==> config.mk <==
export PLATFORM = sky130hd
export DESIGN_NAME = lpm_deshiftreg_16_right
export DESIGN_NICKNAME = d
export VERILOG_FILES = /design/src/rtl/lpm_deshiftreg_16_right.sv
export SDC_FILE = /design/constraint.sdc
export NUM_CORES = 1
export LEC_CHECK = 0
export ABC_AREA = 1
export CORE_UTILIZATION = 45
export DETAILED_ROUTE_END_ITERATION = 10
export GPL_TIMING_DRIVEN = 0
export PLACE_DENSITY = 0.77
export RECOVER_POWER = 25
export SYNTH_ARGS = -nofsm -noshare
export SYNTH_HDL_FRONTEND = slang
export SYNTH_SLANG_ARGS = --single-unit
==> constraint.sdc <==
create_clock -name Clock -period 1.35 [get_ports Clock]
set_input_delay 0.27 -clock Clock [delete_from_list [all_inputs] [get_ports Clock]]
set_output_delay 0.27 -clock Clock [all_outputs]
set_load 0.01 [all_outputs]
==> src/rtl/lpm_deshiftreg_16_right.sv <==
// Serial-in/parallel-out receiver: frames words with Start, counts bits and
// presents each completed word in a holding register with Valid/Ack and sticky Overrun.
module lpm_deshiftreg_16_right #(
   parameter int    lpm_width     = 16,
   parameter string lpm_direction = "RIGHT"
) (
   input  logic                 Clock,
   input  logic                 Sclr,
   input  logic                 Enable,
   input  logic                 ShiftIn,
   input  logic                 Start,
   input  logic                 Ack,
   output logic [lpm_width-1:0] Q,
   output logic                 Valid,
   output logic                 Busy,
   output logic                 Overrun
);

   localparam int CNT_W = (lpm_width > 2) ? $clog2(lpm_width) : 1;
   localparam logic [CNT_W-1:0] CNT_LAST = CNT_W'(lpm_width - 1);
   localparam bit IS_LEFT = (lpm_direction == "LEFT");

   typedef enum logic {IDLE, SHIFT} state_t;

   state_t               state_q, state_d;
   logic [lpm_width-1:0] sr_q, sr_d;
   logic [CNT_W-1:0]     cnt_q, cnt_d;
   logic [lpm_width-1:0] q_q, q_d;
   logic                 valid_q, valid_d;
   logic                 overrun_q, overrun_d;
   logic [lpm_width-1:0] shifted;

   always_comb begin
      if (IS_LEFT) shifted = {sr_q[lpm_width-2:0], ShiftIn};
      else         shifted = {ShiftIn, sr_q[lpm_width-1:1]};
   end

   always_comb begin
      state_d   = state_q;
      sr_d      = sr_q;
      cnt_d     = cnt_q;
      q_d       = q_q;
      valid_d   = valid_q;
      overrun_d = overrun_q;

      // The Ack clear comes first so a completion on the same edge can re-set Valid.
      if (valid_q && Ack) valid_d = 1'b0;

      if (Enable) begin
         if (Start) begin
            sr_d    = shifted;
            cnt_d   = CNT_W'(1);
            state_d = SHIFT;
         end else if (state_q == SHIFT) begin
            sr_d = shifted;
            if (cnt_q == CNT_LAST) begin
               cnt_d   = '0;
               state_d = IDLE;
               if (!valid_q || Ack) begin
                  q_d     = shifted;
                  valid_d = 1'b1;
               end else begin
                  overrun_d = 1'b1;
               end
            end else begin
               cnt_d = cnt_q + CNT_W'(1);
            end
         end
      end
   end

   always_ff @(posedge Clock) begin
      if (Sclr) begin
         state_q   <= IDLE;
         sr_q      <= '0;
         cnt_q     <= '0;
         q_q       <= '0;
         valid_q   <= 1'b0;
         overrun_q <= 1'b0;
      end else begin
         state_q   <= state_d;
         sr_q      <= sr_d;
         cnt_q     <= cnt_d;
         q_q       <= q_d;
         valid_q   <= valid_d;
         overrun_q <= overrun_d;
      end
   end

   assign Q       = q_q;
   assign Valid   = valid_q;
   assign Busy    = (state_q == SHIFT);
   assign Overrun = overrun_q;

endmodule

==> results of run 1 <==
==> synthesized netlist by cell type <==
library cell  count  area share (%)
nand3_4           1             1.1
buf_2             4             1.2
nand2_1          45              10
nor3_1            1            0.31
nand3_1          19             5.9
buf_6             2             1.4
clkbuf_1          2            0.46
nand4_1           1            0.39
buf_1             1            0.23
a21oi_1          20             6.2
inv_1            54              12
nor2_1           19             4.4
o21ai_0          16             4.9
inv_2             1            0.23
dfxtp_1          38              47
ha_1              1            0.77
nand3_2           1            0.62
nand2_2           1            0.39
nor2_4            2             1.4
o211ai_1          1            0.46
==> registers in the layout, indices dropped and copies added (netlist names) <==
signal,flops
Busy,1
Q,16
Valid,1
cnt_q,4
sr_q,15
Overrun,1
==> report_power, final <==
group          internal, W  total (W)  switching (W)  leakage, nW
registers          0.00116    0.00119      0.0000234        0.311
logic            0.0000592   0.000158      0.0000992        0.626
clock network     0.000253   0.000617       0.000364       0.0353
total              0.00148    0.00196       0.000487        0.972
==> cell families (layout without fill, tap and decap cells) <==
logic type      Yosys count  in the layout
flops                    38             38
simple gates             90             91
buf+inv                  64             98
fa+ha+maj                 1              1
compound gates           37             37
==> layer usage <==
metal  up-vias  global-route usage, %  share of wire [%]
met3         5                  4.348                4.5
met4         0                  8.254                1.1
met2        32                  31.00                 48
met1       635                  21.54                 47
met5         -                      0                  0
li1        769                      -                  -
==> cell type report <==
cell class	instances	area share, %
clock buffers	7	2.719
inverters	55	10.32
clock inverters	1	0.2472
multi-input cells	129	31.77
repair buffers	27	11.93
flip-flops and latches	38	37.89
plain buffers	8	2.287
well taps	46	2.843
==> repair_timing <==
item                                   in CTS  in global routing
pin swaps                                   1                  0
endpoints found under the hold margin       0                  0
cloned                                      0                  1
setup endpoints to repair                  46                 31
setup buffers                               2                  1
gates resized for setup                    24                 13
==> layout by cell type (no fill, tap or decap), drive strengths merged <==
cell type / count
a21oi: 20
buf: 5
clkbuf: 13
clkdlybuf4s50: 3
clkinv: 1
dfxtp: 38
dlygate4sd2: 19
dlymetal6s2s: 2
ha: 1
inv: 55
nand2: 46
nand3: 22
nand4: 1
nor2: 21
nor3: 1
o211ai: 1
o21ai: 16
==> how the worst max path moves through the flow <==
stage	depth (start not counted)	to	slack (ns)	startpoint
6_report	1	Q[13]	0.09	Q[13]
4_1_cts	7	Q[3]	0.04	cnt_q[0]
5_1_grt	7	Q[13]	0.02	Ack
3_3_place_gp	6	sr_q[2]	-0.39	Start
2_1_floorplan	7	Q[10]	0.07	cnt_q[0]
3_5_place_dp	6	sr_q[3]	-0.41	Start
==> tightest hold or removal path, stage by stage <==
cell            delay, ns
dlymetal6s2s_1       0.16
nand2_1              0.07
nand2_1              0.05
a21oi_1              0.05
==> per-stage QoR <==
| stage | cell area, um^2 | std cells |
|---|---|---|
| after floorplan | 1624 | 230 |
| after global placement | 1922 | 300 |
| after detailed placement | 1922 | 300 |
| after CTS | 1969 | 309 |
| after global routing | 2024 | 311 |
| final | 2024 | 311 |
==> out/metrics.cfg, run 1 <==
[min_path]
hp-class = input pin to register
min_path_cells = 4
hold_end = Busy
hp-start = Enable

[sta]
finalSetupViolCount = 0
min_period_ns = 1.260
finalCritPeriodShare_pct = 93.31
whs_ns = 0.2998
clock_skew_ns = 0.01371
finalMaxSlewViolations = 0
tightest_slew_ns = 0.2562
fmax_mhz = 793.8
finalHoldViolations = 0
layout_setup_ws_ns = 0.09026
slew_headroom_pct = 82.87
rsz0062_at_grt = false
fin_setup_tns_ns = 0

[setup_path]
criticalPathCategory = register to primary output
path_buf_inv = 1
path_max_fanout = 2
crit_path_end_kind = primary output
arrival_ns = 0.99
max_stage_delay_ns = 0.36
slowest_stage = dfxtp_1
crit_family = flip-flops
r2r.worst_path.cells = 7
crit_chain = dlygate4sd2_1
r2r-start = cnt_q[0]
rrSetupSlack_ns = 0.11
cp.required_ns = 1.08
r2r_end = Q[5]
startpoint_type = register

[drt]
route.detailed.drc = 0
wl_per_cell_um = 10.43
via_count = 1441
drt-initial-drc-count = 70
wl_um = 3243
drtAntennaViolNets = 0
vias_per_cell = 4.633
drtPass1Iterations = 4

[power]
ir_drop_mv = 0.7481
finalPower_w = 0.001962
p_leak_nw = 0.9724
power_density_nw_per_um2 = 969.1

[logic_synthesis]
synth_top_family_by_area = simple AND/OR/NAND/NOR gates
ys_ff_latch = 38
syn-num-nets = 237
yosysSeqAreaShare_pct = 46.84
syn_inst = 230
synthMuxAreaShare_pct = 0
synth_xor_area_share_pct = 0
syn_area_um2 = 1624
yosysWarnings = 0
syn_area_per_cell_um2 = 7.061
synth_cell_types = 20
synth_fa_ha_area_share_pct = 0.7704
synth_compound_area_share_pct = 11.56
synth_simple_gate_area_share_pct = 24.81

[finish]
fin_util_pct = 59.73
nets = 271
diodes = 0
area_growth_pct = 24.65
drive_above_1_share_pct = 11.32
register_area_um2 = 767.0
fillers = 333
multi_input_area_um2 = 643.1

[clocking]
cts_hold_buf = 0
clk_pin_slew_ns = 0.12
cts_made_buffers = 5
root_buffer = clkbuf_4
cts_tree = yes
cts_sinks = 38
cts_max_level = 2
worstSkewPairLatency_ns = 0.34
clock_path_buffers = 2

[placed_design]
dp_slack_ns = -0.4059
io_buffer_count = 24
gp_congestion = 0.8159
dp_hpwl_um = 2148

[die]
num_io_pins = 25
dieArea_um2 = 3853
die_h_um = 62.08
start_util_pct = 47.91
coreArea_um2 = 3390
fp-row-count = 21
die_w_um = 62.08

[global_route]
grt_pass1_wl_um = 5050
grt_max_degree = 17
gr-usage-all-layers_pct = 18.17
grt-ovfl-total = 0
grt_pass1_vias = 1218
antenna_found_initial = 0

[job]
max_cap_violations = 0

[outcome]
status = complete, no violations

No activity file was read; power rests on OpenSTA's default activity.
==> run 2, diff against run 1 <==
==> constraint.sdc (replaced) <==
create_clock -name Clock -period 1.1 [get_ports Clock]
set_input_delay 0.22 -clock Clock [delete_from_list [all_inputs] [get_ports Clock]]
set_output_delay 0.22 -clock Clock [all_outputs]
set_load 0.01 [all_outputs]
==> run 2 against run 1 <==
The flow now finishes with violations (negative setup slack). Cell count rose by 2.6%. Clock power grew 28%. Via count grew 2.3%. Die area stayed put. Sequential share of layout area down 1.1 points. Critical path type is now register to register.
==> out/metrics.cfg, run 2 (synthesized netlist as in run 1, its figures left out) <==
[outcome]
status = complete, but fails checks
violations = negative setup slack

[power]
switching_power_w = 0.0006523
power_frac_seq_pct = 58.6
power_density_nw_per_um2 = 1152
combPwrFrac_pct = 9.6
ir_drop_mv = 1.024
p_clk_share_pct = 31.9
finalPower_w = 0.002483
internal_power_w = 0.001830
switching_share_pct = 26.28
p_leak_nw = 0.9912

[setup_path]
startpoint_type = register
crit_path_end_kind = register
r2r-start = cnt_q[1]
cp-startpoint = cnt_q[1]
r2r.worst_path.cells = 8
path_max_fanout = 7
arrival_ns = 1.53
criticalPathCategory = register to register
r2r_end = Q[8]
cp.required_ns = 1.40
rrSetupSlack_ns = -0.13

[sta]
rsz0062_at_grt = true
slew_headroom_pct = 77.17
finalSetupViolCount = 20
min_period_ns = 1.230
finalCritPeriodShare_pct = 111.9
finalHoldViolations = 0
tightest_slew_ns = 0.3419
finalMaxSlewViolations = 0
fmax_mhz = 812.8
fin_setup_tns_ns = -1.882
layout_setup_ws_ns = -0.1304
clock_skew_ns = 0.01144

[finish]
largest_reg_flops = 16
area_growth_pct = 32.67
layout_common_cells = inv_1 (46), nand2_1 (34), dfxtp_2 (20)
nets = 279
instances_no_fill = 319
fillers = 293
final_common_cell = inv_1
design_area_um2 = 2155
drive_above_1_share_pct = 36.63
diodes = 0

[job]
max_cap_violations = 0

[clocking]
cts_tree = yes
clock_path_buffers = 2
clk_pin_slew_ns = 0.12
cts_hold_buf = 0
cts_max_level = 2
root_buffer = clkbuf_4
cts_sinks = 38
cts_made_buffers = 5
worstSkewPairLatency_ns = 0.36

[die]
coreArea_um2 = 3390
dieArea_um2 = 3853
num_io_pins = 25
die_w_um = 62.08
start_util_pct = 47.91
fp-row-count = 21
die_h_um = 62.08

[placed_design]
io_buffer_count = 24
dp_hpwl_um = 2085
place_inst = 300
dp_slack_ns = -0.5954
placed_cell_area_um2 = 1944
gp_congestion = 0.7606

[drt]
drt-initial-drc-count = 64
via_count = 1474
route.detailed.drc = 0
vias_per_cell = 4.621
drtPass1Iterations = 4
drtAntennaViolNets = 0
wl_um = 3473
wl_per_cell_um = 10.89

[min_path]
hp-start = Sclr
min_path_cells = 2
hp-class = input pin to register
hold_end = Overrun

[global_route]
grt-ovfl-total = 0
grt_pass1_vias = 1280
gr-usage-all-layers_pct = 19.71
grt_pass1_wl_um = 5347
antenna_found_initial = 0
grt_max_degree = 13

run 2: area by class of cell:
type                    instances  area (um^2)  area share [%]
inverters                      55        211.5           9.814
plain buffers                   9        72.57           3.368
repair buffers                 35        272.8           12.66
flip-flops and latches         38        793.3           36.82
clock inverters                 2        12.51          0.5807
clock buffers                   6        51.30           2.381
well taps                      46        57.56           2.671
multi-input cells             128        683.2           31.71
run 2: power groups by stage:
stage | sequential (W) | clock, W | combinational, W
after floorplan | 0.00148 | 0 | 0.000129
after global placement | 0.00148 | 0 | 0.000187
after CTS | 0.00145 | 0.000807 | 0.000210
after global routing | 0.00146 | 0.000886 | 0.000267
after detailed placement | 0.00149 | 0 | 0.000190
final | 0.00145 | 0.000791 | 0.000238
run 2: worst max-delay path by stage:
stage	end	depth (start not counted)
2_1_floorplan	Q[10]	7
3_3_place_gp	sr_q[5]	6
3_5_place_dp	sr_q[2]	6
4_1_cts	Q[7]	8
5_1_grt	Q[2]	8
6_report	Q[8]	8
run 2: routing by layer:
metal	vias up	global-route usage, %	part of all wire, %
met5	-	0	0
met4	0	9.524	1.8
met3	8	7.039	4.1
met2	27	31.91	49
met1	660	23.12	45
li1	779	-	-
run 2: through the flow:
step | hold slack [ns] | util (%)
2_1_floorplan | 0.2817 | -
3_3_place_gp | 0.4434 | 57.36
3_5_place_dp | 0.4442 | 57.36
4_1_cts | 0.3328 | 60.43
5_1_grt | 0.2210 | 63.57
6_report | 0.2164 | 63.57
run 2: what timing repair did:
item / in CTS / in global routing
pin swaps: 10 / 13
setup buffers: 7 / 2
endpoints found under the setup margin: 54 / 40
resized for setup: 118 / 41
cloned: 1 / 1
run 2: critical path: stages (launching register included):
cell,delay [ns]
dfxtp_4,0.38
ha_4,0.15
nand3_4,0.10
inv_4,0.08
nand3_4,0.11
buf_6,0.17
nand2_2,0.06
inv_2,0.04
nor2_1,0.08
